--- config.mk ---
export PLATFORM = sky130hd
export DESIGN_NAME = alu_flag_stage
export DESIGN_NICKNAME = d
export VERILOG_FILES = /design/src/rtl/alu_pkg.sv /design/src/rtl/alu_skid2.sv /design/src/rtl/alu_flag_stage.sv
export SDC_FILE = /design/constraint.sdc
export NUM_CORES = 1
export LEC_CHECK = 0
export ABC_CLOCK_PERIOD_IN_PS = 2500
export CAP_MARGIN = 10
export CORE_ASPECT_RATIO = 1.25
export CORE_MARGIN = 2
export CORE_UTILIZATION = 44
export CTS_CLUSTER_SIZE = 14
export DETAILED_ROUTE_END_ITERATION = 16
export PLACE_DENSITY_LB_ADDON = 0.05
export SLEW_MARGIN = 20
export SYNTH_ARGS = -nofsm -noshare
export SYNTH_HDL_FRONTEND = slang
export SYNTH_SLANG_ARGS = --single-unit
--- constraint.sdc ---
create_clock -name clk_i -period 2.5 [get_ports clk_i]
set_input_delay 0.625 -clock clk_i [delete_from_list [all_inputs] [get_ports clk_i]]
set_output_delay 0.625 -clock clk_i [all_outputs]
set_load 0.005 [all_outputs]
--- src/rtl/alu_pkg.sv ---
// Shared types and helpers for the ALU result/flag stage.
// Holds the default datapath width, the buffered entry layout and the overflow rule.
package alu_pkg;

    localparam int ALU_WIDTH = 32;
    localparam int OVF_CNT_W = 8;

    typedef struct packed {
        logic [ALU_WIDTH-1:0] result;
        logic                 zero;
        logic                 cout;
        logic                 ovf;
    } flag_entry_t;

    // Two's-complement overflow of the effective (post-inversion) operands:
    // same-signed inputs producing a result of the opposite sign.
    function automatic logic signed_ovf(
        input logic arith,
        input logic a_msb,
        input logic b_msb,
        input logic inv_a,
        input logic inv_b,
        input logic res_msb
    );
        logic ea;
        logic eb;
        ea = a_msb ^ inv_a;
        eb = b_msb ^ inv_b;
        return arith && (ea == eb) && (res_msb != ea);
    endfunction

endpackage

--- src/rtl/alu_skid2.sv ---
// Two-entry FIFO skid buffer with valid/ready on both sides.
// in_ready depends only on the registered occupancy, never on out_ready.
module alu_skid2
    import alu_pkg::*;
#(
    parameter type entry_t = flag_entry_t
) (
    input  logic   clk_i,
    input  logic   rst_i,
    input  logic   in_valid,
    output logic   in_ready,
    input  entry_t in_data,
    output logic   out_valid,
    input  logic   out_ready,
    output entry_t out_data
);

    entry_t     head_q;
    entry_t     head_d;
    entry_t     tail_q;
    entry_t     tail_d;
    logic [1:0] count_q;
    logic [1:0] count_d;
    logic       push;
    logic       pop;

    assign in_ready  = (count_q != 2'd2);
    assign out_valid = (count_q != 2'd0);
    assign out_data  = head_q;
    assign push      = in_valid && in_ready;
    assign pop       = out_valid && out_ready;

    always_comb begin
        head_d  = head_q;
        tail_d  = tail_q;
        count_d = count_q;
        unique case (count_q)
            2'd0: begin
                if (push) begin
                    head_d  = in_data;
                    count_d = 2'd1;
                end
            end
            2'd1: begin
                if (push && pop) begin
                    head_d = in_data;
                end else if (push) begin
                    tail_d  = in_data;
                    count_d = 2'd2;
                end else if (pop) begin
                    count_d = 2'd0;
                end
            end
            2'd2: begin
                if (pop) begin
                    head_d  = tail_q;
                    count_d = 2'd1;
                end
            end
            default: begin
                count_d = 2'd0;
            end
        endcase
    end

    always_ff @(posedge clk_i or posedge rst_i) begin
        if (rst_i) begin
            head_q  <= '0;
            tail_q  <= '0;
            count_q <= 2'd0;
        end else begin
            head_q  <= head_d;
            tail_q  <= tail_d;
            count_q <= count_d;
        end
    end

endmodule

--- src/rtl/alu_flag_stage.sv ---
// Registered result/flag stage behind the ripple-carry ALU: derives zero/carry/overflow,
// buffers them in a 2-entry skid FIFO and keeps a saturating overflow event count.
module alu_flag_stage
    import alu_pkg::*;
#(
    parameter int WIDTH = ALU_WIDTH,
    parameter int CNT_W = OVF_CNT_W
) (
    input  logic             clk_i,
    input  logic             rst_i,
    input  logic             in_valid,
    output logic             in_ready,
    input  logic [WIDTH-1:0] result_i,
    input  logic             carry_i,
    input  logic             a_msb_i,
    input  logic             b_msb_i,
    input  logic             invert_a_i,
    input  logic             invert_b_i,
    input  logic             arith_i,
    output logic             out_valid,
    input  logic             out_ready,
    output logic [WIDTH-1:0] result_o,
    output logic             zero_o,
    output logic             cout_o,
    output logic             ovf_o,
    input  logic             clr_cnt_i,
    output logic [CNT_W-1:0] ovf_cnt_o
);

    typedef struct packed {
        logic [WIDTH-1:0] result;
        logic             zero;
        logic             cout;
        logic             ovf;
    } entry_t;

    entry_t           in_entry;
    entry_t           head;
    logic             push;
    logic [CNT_W-1:0] ovf_cnt_q;
    logic [CNT_W-1:0] ovf_cnt_d;

    always_comb begin
        in_entry.result = result_i;
        in_entry.zero   = (result_i == '0);
        in_entry.cout   = carry_i;
        in_entry.ovf    = signed_ovf(arith_i, a_msb_i, b_msb_i,
                                     invert_a_i, invert_b_i, result_i[WIDTH-1]);
    end

    assign push = in_valid && in_ready;

    alu_skid2 #(
        .entry_t (entry_t)
    ) u_skid (
        .clk_i     (clk_i),
        .rst_i     (rst_i),
        .in_valid  (in_valid),
        .in_ready  (in_ready),
        .in_data   (in_entry),
        .out_valid (out_valid),
        .out_ready (out_ready),
        .out_data  (head)
    );

    assign result_o = head.result;
    assign zero_o   = head.zero;
    assign cout_o   = head.cout;
    assign ovf_o    = head.ovf;

    // Clear has priority over a same-cycle overflowing push.
    always_comb begin
        ovf_cnt_d = ovf_cnt_q;
        if (clr_cnt_i) begin
            ovf_cnt_d = '0;
        end else if (push && in_entry.ovf && (ovf_cnt_q != {CNT_W{1'b1}})) begin
            ovf_cnt_d = ovf_cnt_q + 1'b1;
        end
    end

    always_ff @(posedge clk_i or posedge rst_i) begin
        if (rst_i) begin
            ovf_cnt_q <= '0;
        end else begin
            ovf_cnt_q <= ovf_cnt_d;
        end
    end

    assign ovf_cnt_o = ovf_cnt_q;

endmodule

==> results of run 1 <==
how the worst min path moves through the flow:
stage                                   from                            end  slack (ps)  cells after the start
3_3_place_gp    u_skid.tail_q[2]$_DFFE_PP0P_   u_skid.tail_q[2]$_DFFE_PP0P_         490                      1
5_1_grt        u_skid.tail_q[31]$_DFFE_PP0P_  u_skid.tail_q[31]$_DFFE_PP0P_         520                      1
4_1_cts         u_skid.tail_q[1]$_DFFE_PP0P_   u_skid.tail_q[1]$_DFFE_PP0P_         510                      1
3_5_place_dp   u_skid.tail_q[33]$_DFFE_PP0P_  u_skid.tail_q[33]$_DFFE_PP0P_         500                      1
2_1_floorplan   u_skid.tail_q[0]$_DFFE_PP0P_   u_skid.tail_q[0]$_DFFE_PP0P_         470                      2
6_report       u_skid.tail_q[32]$_DFFE_PP0P_  u_skid.tail_q[32]$_DFFE_PP0P_         510                      1
kinds of logic (layout without fill, tap and decap cells):
group,after synthesis,count (layout),share of synthesized area
and+or+nand+nor,141,141,0.1764
DFF,80,80,0.5702
AOI/OAI and AO/OA,57,57,0.09943
muxes,35,35,0.1119
buffers and inverters,23,116,0.03100
xor gates and xnor gates,3,3,0.007485
adders and majority gates,1,1,0.003563
layout make-up:
type	count	share of cell area
inverters	3	0.003152
well taps	95	0.02495
multi-input cells	237	0.2979
clock buffers	12	0.03467
repair buffers	98	0.2107
flip-flops and latches	80	0.4203
clock inverters	3	0.008406
through the flow:
stage          cell area, sq um  setup WS, ps  utilization
6_report                   4763         241.1       0.6113
3_3_place_gp               4558         53.63       0.5849
2_1_floorplan              3515         605.2            -
3_5_place_dp               4558        -29.55       0.5849
4_1_cts                    4763         201.7       0.6113
5_1_grt                    4763         158.8       0.6113
metal layers:
layer  track usage  part of all wire  wire (um)
met1        0.2408              0.45       3600
met3       0.04524             0.050        401
met4       0.07949             0.018        142
met2        0.3200              0.49       3904
met5             0                 0          0
sequential cells by signal, indices dropped and copies added (netlist names):
register	flops
u_skid.out_data	35
u_skid.tail_q	35
ovf_cnt_o	8
u_skid.count_q	2
layout by cell type, fill, tap and decap left out, drive strengths merged, types with 11 or more instances in the layout:
cell type | Yosys | layout
nor2 | 40 | 40
clkdlybuf4s50 | 0 | 87
a31oi | 35 | 35
mux2 | 34 | 34
clkbuf | 9 | 12
nand2 | 75 | 75
buf | 11 | 11
dfrtp | 80 | 80
critical path: stages, from the launching register on:
cell and delay, ps:
dfrtp_1 460, nor2b_2 200, inv_2 110, clkdlybuf4s50_1 530
report_power, final:
| part | total, W | switching, W | internal [W] |
|---|---|---|---|
| logic | 0.00114 | 0.000435 | 0.000709 |
| registers | 0.00192 | 0.000216 | 0.00170 |
| clock network | 0.000983 | 0.000449 | 0.000535 |
==> impl_metrics.toml, run 1 <==
[cts]
htreeDepth = 3
hold_buffers = 0
post_cts_buffers = 0
cts-root-buf = "clkbuf_8"
cts_made_buffers = 9
cts_tree = "done"
cts.sinks = 80
clock_path_buffers = 2
clk_latency_ps = 350
ctsResizeCount = 0
clkTransAtPathRegs_ps = 70

[routing]
vias = 2777
dr.pass1.iters = 4
ant_nets = 0
routedWlPerCell_um = 15.24
avgViaCountPerCell = 5.259
drc = 0
drt-total-wl_um = 8048
dr.first_iter.drc_count = 243

[global_routing]
grt_overflow = 0
grt_pass1_wl_um = 13350
track_usage = 0.1925
antenna_found_initial = 0
grt_pass1_vias = 2767
grt_max_degree = 55

[job]
maxCapViolCount = 0

[critical_path]
cp-startpoint = "u_skid.count_q[1]$_DFFE_PP0P_"
arrival_ps = 1630
crit_end = "in_ready"
r2r_slack_ps = 580
reg2regPathDepth = 7
critPathMaxFanout = 7
regToRegEndpoint = "ovf_cnt_o[1]$_DFFE_PP0P_"
criticalPathCategory = "flip-flop to primary output"
r2r-start = "ovf_cnt_o[0]$_DFFE_PP0P_"
end_kind = "primary output"
crit_required_ps = 1880
startpoint_type = "flip-flop"

[cells_and_area]
areaGrowthSynthToFinish_pct = 35.67
diodes = 0
regArea_sq_um = 2002
final_nets = 473
multi_input_area_sq_um = 1419
drive_gt1_frac = 0.1570
n_fill_cell = 664
instances_no_fill = 528

[sta]
period_minus_slack_ps = 2259
timing.final.hold_violations = 0
holdWs_ps = 508.4
setup_viol = 0
tightest_slew_ps = 476.2
slew_violations = 0
skew_ps = 6.481
tns_ps = 0
finalCritPeriodShare = 0.9036
fmax_mhz = 442.7
slew_headroom = 0.6796
rsz0062_at_grt = "false"

[logic_synthesis]
avgSynthCellArea_sq_um = 10.33
synth_top_area_frac = 0.5702
synth-warning-count = 0
synthesis.instances = 340
yosysUniqueCellTypes = 35
ys_seq_area_frac = 0.5702
yosysTopAreaCell = "dfrtp_1"
synth_commonest_cells = "80 x dfrtp_1, 75 x nand2_1, 39 x nor2_1"
ys_ff_latch = 80
ys.flop_type = "dfrtp_1"
synth_edf_count = 0
synthesis.nets = 384
synth_area_sq_um = 3511
yosysMostFrequentCell = "dfrtp_1"
async_flop_share = 1.000
synth_area_leaders = "dfrtp_1 57%, mux2_2 11%, nand2_1 8.0%"

[power_and_ir_drop]
p_leak_nw = 1.948
power_density_nw_per_um2 = 849.7
total_power_w = 0.004047
irDropWorstVdd_uv = 523.6

[die]
core_sq_um = 7792
die_h_um = 103.9
num_rows = 36
die_area_sq_um = 8714
initial_core_util = 0.4505
die_w_um = 83.90
num_io_pins = 88

[place]
placed_cells = 513
hpwlAfterDp_um = 5434
portBuffers = 87
gp_congestion = 0.7757

[hold_path]
hp-class = "flip-flop to flip-flop"

[status]
status = "finished clean"
No activity file was read; power rests on OpenSTA's default activity.
==> inputs of run 2 (changes only) <==
--- a/config.mk
+++ b/config.mk
@@ -9,11 +9,14 @@
 export CAP_MARGIN = 10
 export CORE_ASPECT_RATIO = 1.25
 export CORE_MARGIN = 2
-export CORE_UTILIZATION = 44
+export CORE_UTILIZATION = 45
 export CTS_CLUSTER_SIZE = 14
 export DETAILED_ROUTE_END_ITERATION = 16
+export MAX_ROUTING_LAYER = met4
 export PLACE_DENSITY_LB_ADDON = 0.05
+export REMOVE_ABC_BUFFERS = 1
 export SLEW_MARGIN = 20
 export SYNTH_ARGS = -nofsm -noshare
 export SYNTH_HDL_FRONTEND = slang
+export SYNTH_HIERARCHICAL = 1
 export SYNTH_SLANG_ARGS = --single-unit
==> impl_metrics.toml, run 2 <==
[status]
status = "finished clean"

[logic_synthesis]
avgSynthCellArea_sq_um = 14.91
synthesis.instances = 271
yosysTopAreaCell = "dfrtp_1"
ys_ff_latch = 80
ys.flop_type = "dfrtp_1"
synth-warning-count = 6
synth_edf_count = 0
synth_area_leaders = "dfrtp_1 50%, mux2_4 21%, mux2_2 13%"
synth_area_sq_um = 4040
synth_top_area_frac = 0.4955
yosysUniqueCellTypes = 37
async_flop_share = 1.000
yosysMostFrequentCell = "dfrtp_1"
ys_seq_area_frac = 0.4955
synth_commonest_cells = "80 x dfrtp_1, 56 x mux2_4, 48 x mux2_2"

[hold_path]
hp-class = "flip-flop to flip-flop"

[critical_path]
end_kind = "flip-flop"
critPathMaxFanout = 5
criticalPathCategory = "primary input to flip-flop"
startpoint_type = "primary input"
crit_required_ps = 2740
arrival_ps = 2620

[cts]
cts_made_buffers = 9
cts-root-buf = "clkbuf_8"
clock_path_buffers = 2
post_cts_buffers = 0
htreeDepth = 3
cts.sinks = 80
hold_buffers = 0
cts_tree = "done"
clkTransAtPathRegs_ps = 80
clk_latency_ps = 350
ctsResizeCount = 0

[power_and_ir_drop]
power_density_nw_per_um2 = 776.5
p_leak_nw = 2.303
combPwrFrac = 0.302
p_int_w = 0.003050
irDropWorstVdd_uv = 355.6
p_sw_w = 0.001040
p_seq_frac = 0.456
p_clk_frac = 0.242
power_switching_share = 0.2544

[die]
die_w_um = 88.75
num_io_pins = 88
core_sq_um = 8701
die_area_sq_um = 9757
num_rows = 38
die_h_um = 109.9
initial_core_util = 0.4643

[place]
portBuffers = 87
gp_congestion = 0.8179
hpwlAfterDp_um = 5407

[cells_and_area]
final_cell_mix = "87 x clkdlybuf4s50_1, 80 x dfrtp_1, 56 x mux2_4"
final_common_cell = "clkdlybuf4s50_1"
diodes = 0
drive_gt1_frac = 0.3753
final_nets = 412
areaGrowthSynthToFinish_pct = 30.38

[job]
maxCapViolCount = 0

[global_routing]
antenna_found_initial = 0
track_usage = 0.1859
grt_pass1_wl_um = 13230
grt_overflow = 0
grt_pass1_vias = 2622
grt_max_degree = 73

[routing]
vias = 2500
drt-total-wl_um = 8037
drc = 0
avgViaCountPerCell = 5.071
routedWlPerCell_um = 16.30
ant_nets = 0
dr.first_iter.drc_count = 105
dr.pass1.iters = 4

[sta]
finalCritPeriodShare = 0.9543
slew_headroom = 0.5492
holdWs_ps = 490.2
tns_ps = 0
slew_violations = 0
setup_viol = 0
period_minus_slack_ps = 2386
skew_ps = 7.069
fmax_mhz = 419.2
rsz0062_at_grt = "false"
tightest_slew_ps = 676.2
timing.final.hold_violations = 0
==> run 2: changes by cell type after synthesis, sizes merged, moves of 3 or more <==
cell,change
clkbuf,-8
o21ai,-7
nor2b,+3
mux2,+74
a31oi,-35
or4,-3
nor2,-32
nand2,-71
a21oi,-3
==> run 2: path summary, 6_finish.rpt <==
kind / from / end / slack, ps / depth (start not counted)
max: in_valid / ovf_cnt_o[3]$_DFFE_PP0P_ / 110 / 6
max reg2reg: u_skid/count_q[0]$_DFFE_PP0P_ / ovf_cnt_o[3]$_DFFE_PP0P_ / 280 / 6
min in group asynchronous: rst_i / ovf_cnt_o[6]$_DFFE_PP0P_ / 600 / 2
min reg2reg: u_skid/out_data[1]$_DFFE_PP0P_ / u_skid/out_data[1]$_DFFE_PP0P_ / 490 / 1
min: u_skid/out_data[1]$_DFFE_PP0P_ / u_skid/out_data[1]$_DFFE_PP0P_ / 490 / 1
max in group asynchronous: rst_i / u_skid/tail_q[8]$_DFFE_PP0P_ / 1450 / 3
==> run 2: power groups by stage <==
| stage | Combinational (W) | Clock, W | Sequential [W] |
|---|---|---|---|
| 6_report | 0.00124 | 0.000988 | 0.00187 |
| 5_1_grt | 0.00133 | 0.00108 | 0.00192 |
| 4_1_cts | 0.00126 | 0.00102 | 0.00187 |
| 3_5_place_dp | 0.00125 | 0 | 0.00189 |
| 3_3_place_gp | 0.00123 | 0 | 0.00188 |
| 2_1_floorplan | 0.000680 | 0 | 0.00186 |
==> run 2: worst max-delay path: stages <==
cell,delay [ps]
clkdlybuf4s50_1,540
and3_1,200
or4b_1,470
and2_4,190
nor4b_4,260
mux2_1,330
==> run 2: per-layer routing <==
layer	vias to the layer above	track usage	wire (um)
li1	1182	-	-
met1	1230	0.2321	3550
met2	72	0.2868	3888
met3	16	0.03904	384
met4	0	0.08983	214
met5	-	-	0
==> run 2: cell families after synthesis <==
group | after synthesis | share of synthesized area
buffers and inverters | 16 | 0.03809
XOR/XNOR | 2 | 0.004336
adder cells (fa/ha/maj) | 1 | 0.003096
AND/OR/NAND/NOR | 49 | 0.07495
multiplexers | 110 | 0.3580
flip-flops | 80 | 0.4955
AO/OA/AOI/OAI | 13 | 0.02602
==> run 2: per-stage QoR <==
stage	cells	utilization	total power, W	instance area, sq um	setup slack, ps
CTS	493	0.6054	0.004148	5268	122.6
global route	493	0.6054	0.004335	5268	52.11
detailed placement	477	0.5817	0.003148	5061	-247.8
floorplan	258	-	0.002543	3897	-985.4
finish	493	0.6054	0.004090	5268	114.4
global placement	477	0.5817	0.003111	5061	-231.8
==> run 2: final cells by class <==
class                   count  area [sq um]
flip-flops and latches     80          2002
clock buffers              11         151.4
well taps                 120         150.1
repair buffers             99          1011
fillers                   724          3433
multi-input cells         175          1887
inverters                   3         11.26
clock inverters             5         55.05
==> inputs of run 3 (changes only) <==
--- a/config.mk
+++ b/config.mk
@@ -13,7 +13,7 @@
 export CTS_CLUSTER_SIZE = 14
 export DETAILED_ROUTE_END_ITERATION = 16
 export MAX_ROUTING_LAYER = met4
-export PLACE_DENSITY_LB_ADDON = 0.05
+export PLACE_DENSITY_LB_ADDON = 0.15
 export REMOVE_ABC_BUFFERS = 1
 export SLEW_MARGIN = 20
 export SYNTH_ARGS = -nofsm -noshare
==> impl_metrics.toml, run 3 (same netlist as run 2, synthesis figures left out) <==
[routing]
avgViaCountPerCell = 5.012
ant_nets = 0
dr.first_iter.drc_count = 45
routedWlPerCell_um = 15.90
drc = 0
dr.pass1.iters = 4
drt-total-wl_um = 7888
vias = 2486

[sta]
tns_ps = 0
slew_headroom = 0.7278
finalCritPeriodShare = 0.9400
skew_ps = 8.063
rsz0062_at_grt = "false"
tightest_slew_ps = 407.0
holdWs_ps = 491.4
timing.final.hold_violations = 0
period_minus_slack_ps = 2350
slew_violations = 0
fmax_mhz = 425.5
setup_viol = 0

[cts]
hold_buffers = 0
cts-root-buf = "clkbuf_8"
htreeDepth = 3
clkTransAtPathRegs_ps = 80
cts.sinks = 80
post_cts_buffers = 0
cts_made_buffers = 9
cts_tree = "done"
clock_path_buffers = 2
clk_latency_ps = 350

[cells_and_area]
areaGrowthSynthToFinish_pct = 30.88
n_fill_cell = 711
instances_no_fill = 496
final_cell_mix = "87 x clkdlybuf4s50_1, 79 x dfrtp_1, 56 x mux2_4"
drive_gt1_frac = 0.3750
fin_util = 0.6077
final_common_cell = "clkdlybuf4s50_1"
final_nets = 415
diodes = 0

[status]
status = "finished clean"

[global_routing]
grt_overflow = 0
grt_pass1_wl_um = 12770
track_usage = 0.1780
antenna_found_initial = 0
grt_max_degree = 35
grt_pass1_vias = 2624

[power_and_ir_drop]
power_switching_share = 0.2572
p_sw_w = 0.001026
power_density_nw_per_um2 = 754.5
p_leak_nw = 2.328
p_int_w = 0.002963
p_seq_frac = 0.468
p_clk_frac = 0.221
combPwrFrac = 0.311
irDropWorstVdd_uv = 383.1

[critical_path]
criticalPathCategory = "flip-flop to primary output"
startpoint_type = "flip-flop"
cp-startpoint = "u_skid/count_q[0]$_DFFE_PP0P_"
r2r-start = "u_skid/count_q[0]$_DFFE_PP0P_"
crit_required_ps = 1880
r2r_slack_ps = 340
crit_end = "in_ready"
reg2regPathDepth = 6
critPathMaxFanout = 19
arrival_ps = 1730
end_kind = "primary output"
regToRegEndpoint = "ovf_cnt_o[3]$_DFFE_PP0P_"

[die]
core_sq_um = 8701
die_w_um = 88.75
initial_core_util = 0.4643
die_area_sq_um = 9757
die_h_um = 109.9
num_io_pins = 88
num_rows = 38

[place]
portBuffers = 87
placed_cells = 479
gp_congestion = 0.8410
hpwlAfterDp_um = 5379

[hold_path]
hp-class = "flip-flop to flip-flop"

[job]
maxCapViolCount = 0
[run 3: worst min-delay path by stage]
stage	start	endpoint	slack, ps	depth (start not counted)
floorplan	rst_i	ovf_cnt_o[0]$_DFFE_PP0P_	440	1
global placement	u_skid/out_data[1]$_DFFE_PP0P_	u_skid/out_data[1]$_DFFE_PP0P_	470	1
detailed placement	u_skid/out_data[0]$_DFFE_PP0P_	u_skid/out_data[0]$_DFFE_PP0P_	480	1
CTS	u_skid/out_data[1]$_DFFE_PP0P_	u_skid/out_data[1]$_DFFE_PP0P_	500	1
global route	u_skid/out_data[1]$_DFFE_PP0P_	u_skid/out_data[1]$_DFFE_PP0P_	500	1
finish	u_skid/out_data[0]$_DFFE_PP0P_	u_skid/out_data[0]$_DFFE_PP0P_	490	1
[run 3: per-layer routing]
metal  track usage  wire length (um)  share of wire
met5             -                 0              0
met4       0.08117               130          0.016
met3       0.03378               370          0.047
met2        0.2729              3740           0.47
met1        0.2277              3647           0.46
[run 3: metrics by stage]
| step | area, sq um | setup WS (ps) | power, W |
|---|---|---|---|
| after floorplan | 3897 | -985.4 | 0.002543 |
| after global placement | 5077 | -126.1 | 0.003100 |
| after detailed placement | 5077 | -161.3 | 0.003138 |
| after CTS | 5286 | 36.62 | 0.004039 |
| after global routing | 5288 | 57.10 | 0.004216 |
| final | 5288 | 149.9 | 0.003989 |
[run 3: cell type report]
type / count / area (sq um) / share of cell area
Inverter: 3 / 12.51 / 0.002366
Multi-Input combinational cell: 175 / 1887 / 0.3568
Tap cell: 120 / 150.1 / 0.02840
Clock inverter: 2 / 13.76 / 0.002603
Clock buffer: 14 / 162.7 / 0.03076
Timing Repair Buffer: 102 / 1059 / 0.2002
Sequential cell: 80 / 2003 / 0.3788
[run 3: power by group through the flow]
stage               sequential (W)  combinational [W]  clock, W
floorplan                  0.00186           0.000680         0
global placement           0.00188            0.00122         0
detailed placement         0.00190            0.00124         0
CTS                        0.00187            0.00126  0.000905
global route               0.00192            0.00134  0.000957
finish                     0.00187            0.00124  0.000881
[run 3: what timing repair did]
action / CTS / global route
pin swaps: 0 / 0
endpoints found under the hold margin: 0 / 0
setup endpoints to repair: 1 / 1
cloned: 1 / 0
resized for setup: 0 / 1
[run 3: worst max-delay path, stage by stage, from the launching register on]
cell	delay [ps]
dfrtp_2	430
nand2b_2	200
buf_12	200
clkdlybuf4s50_1	530
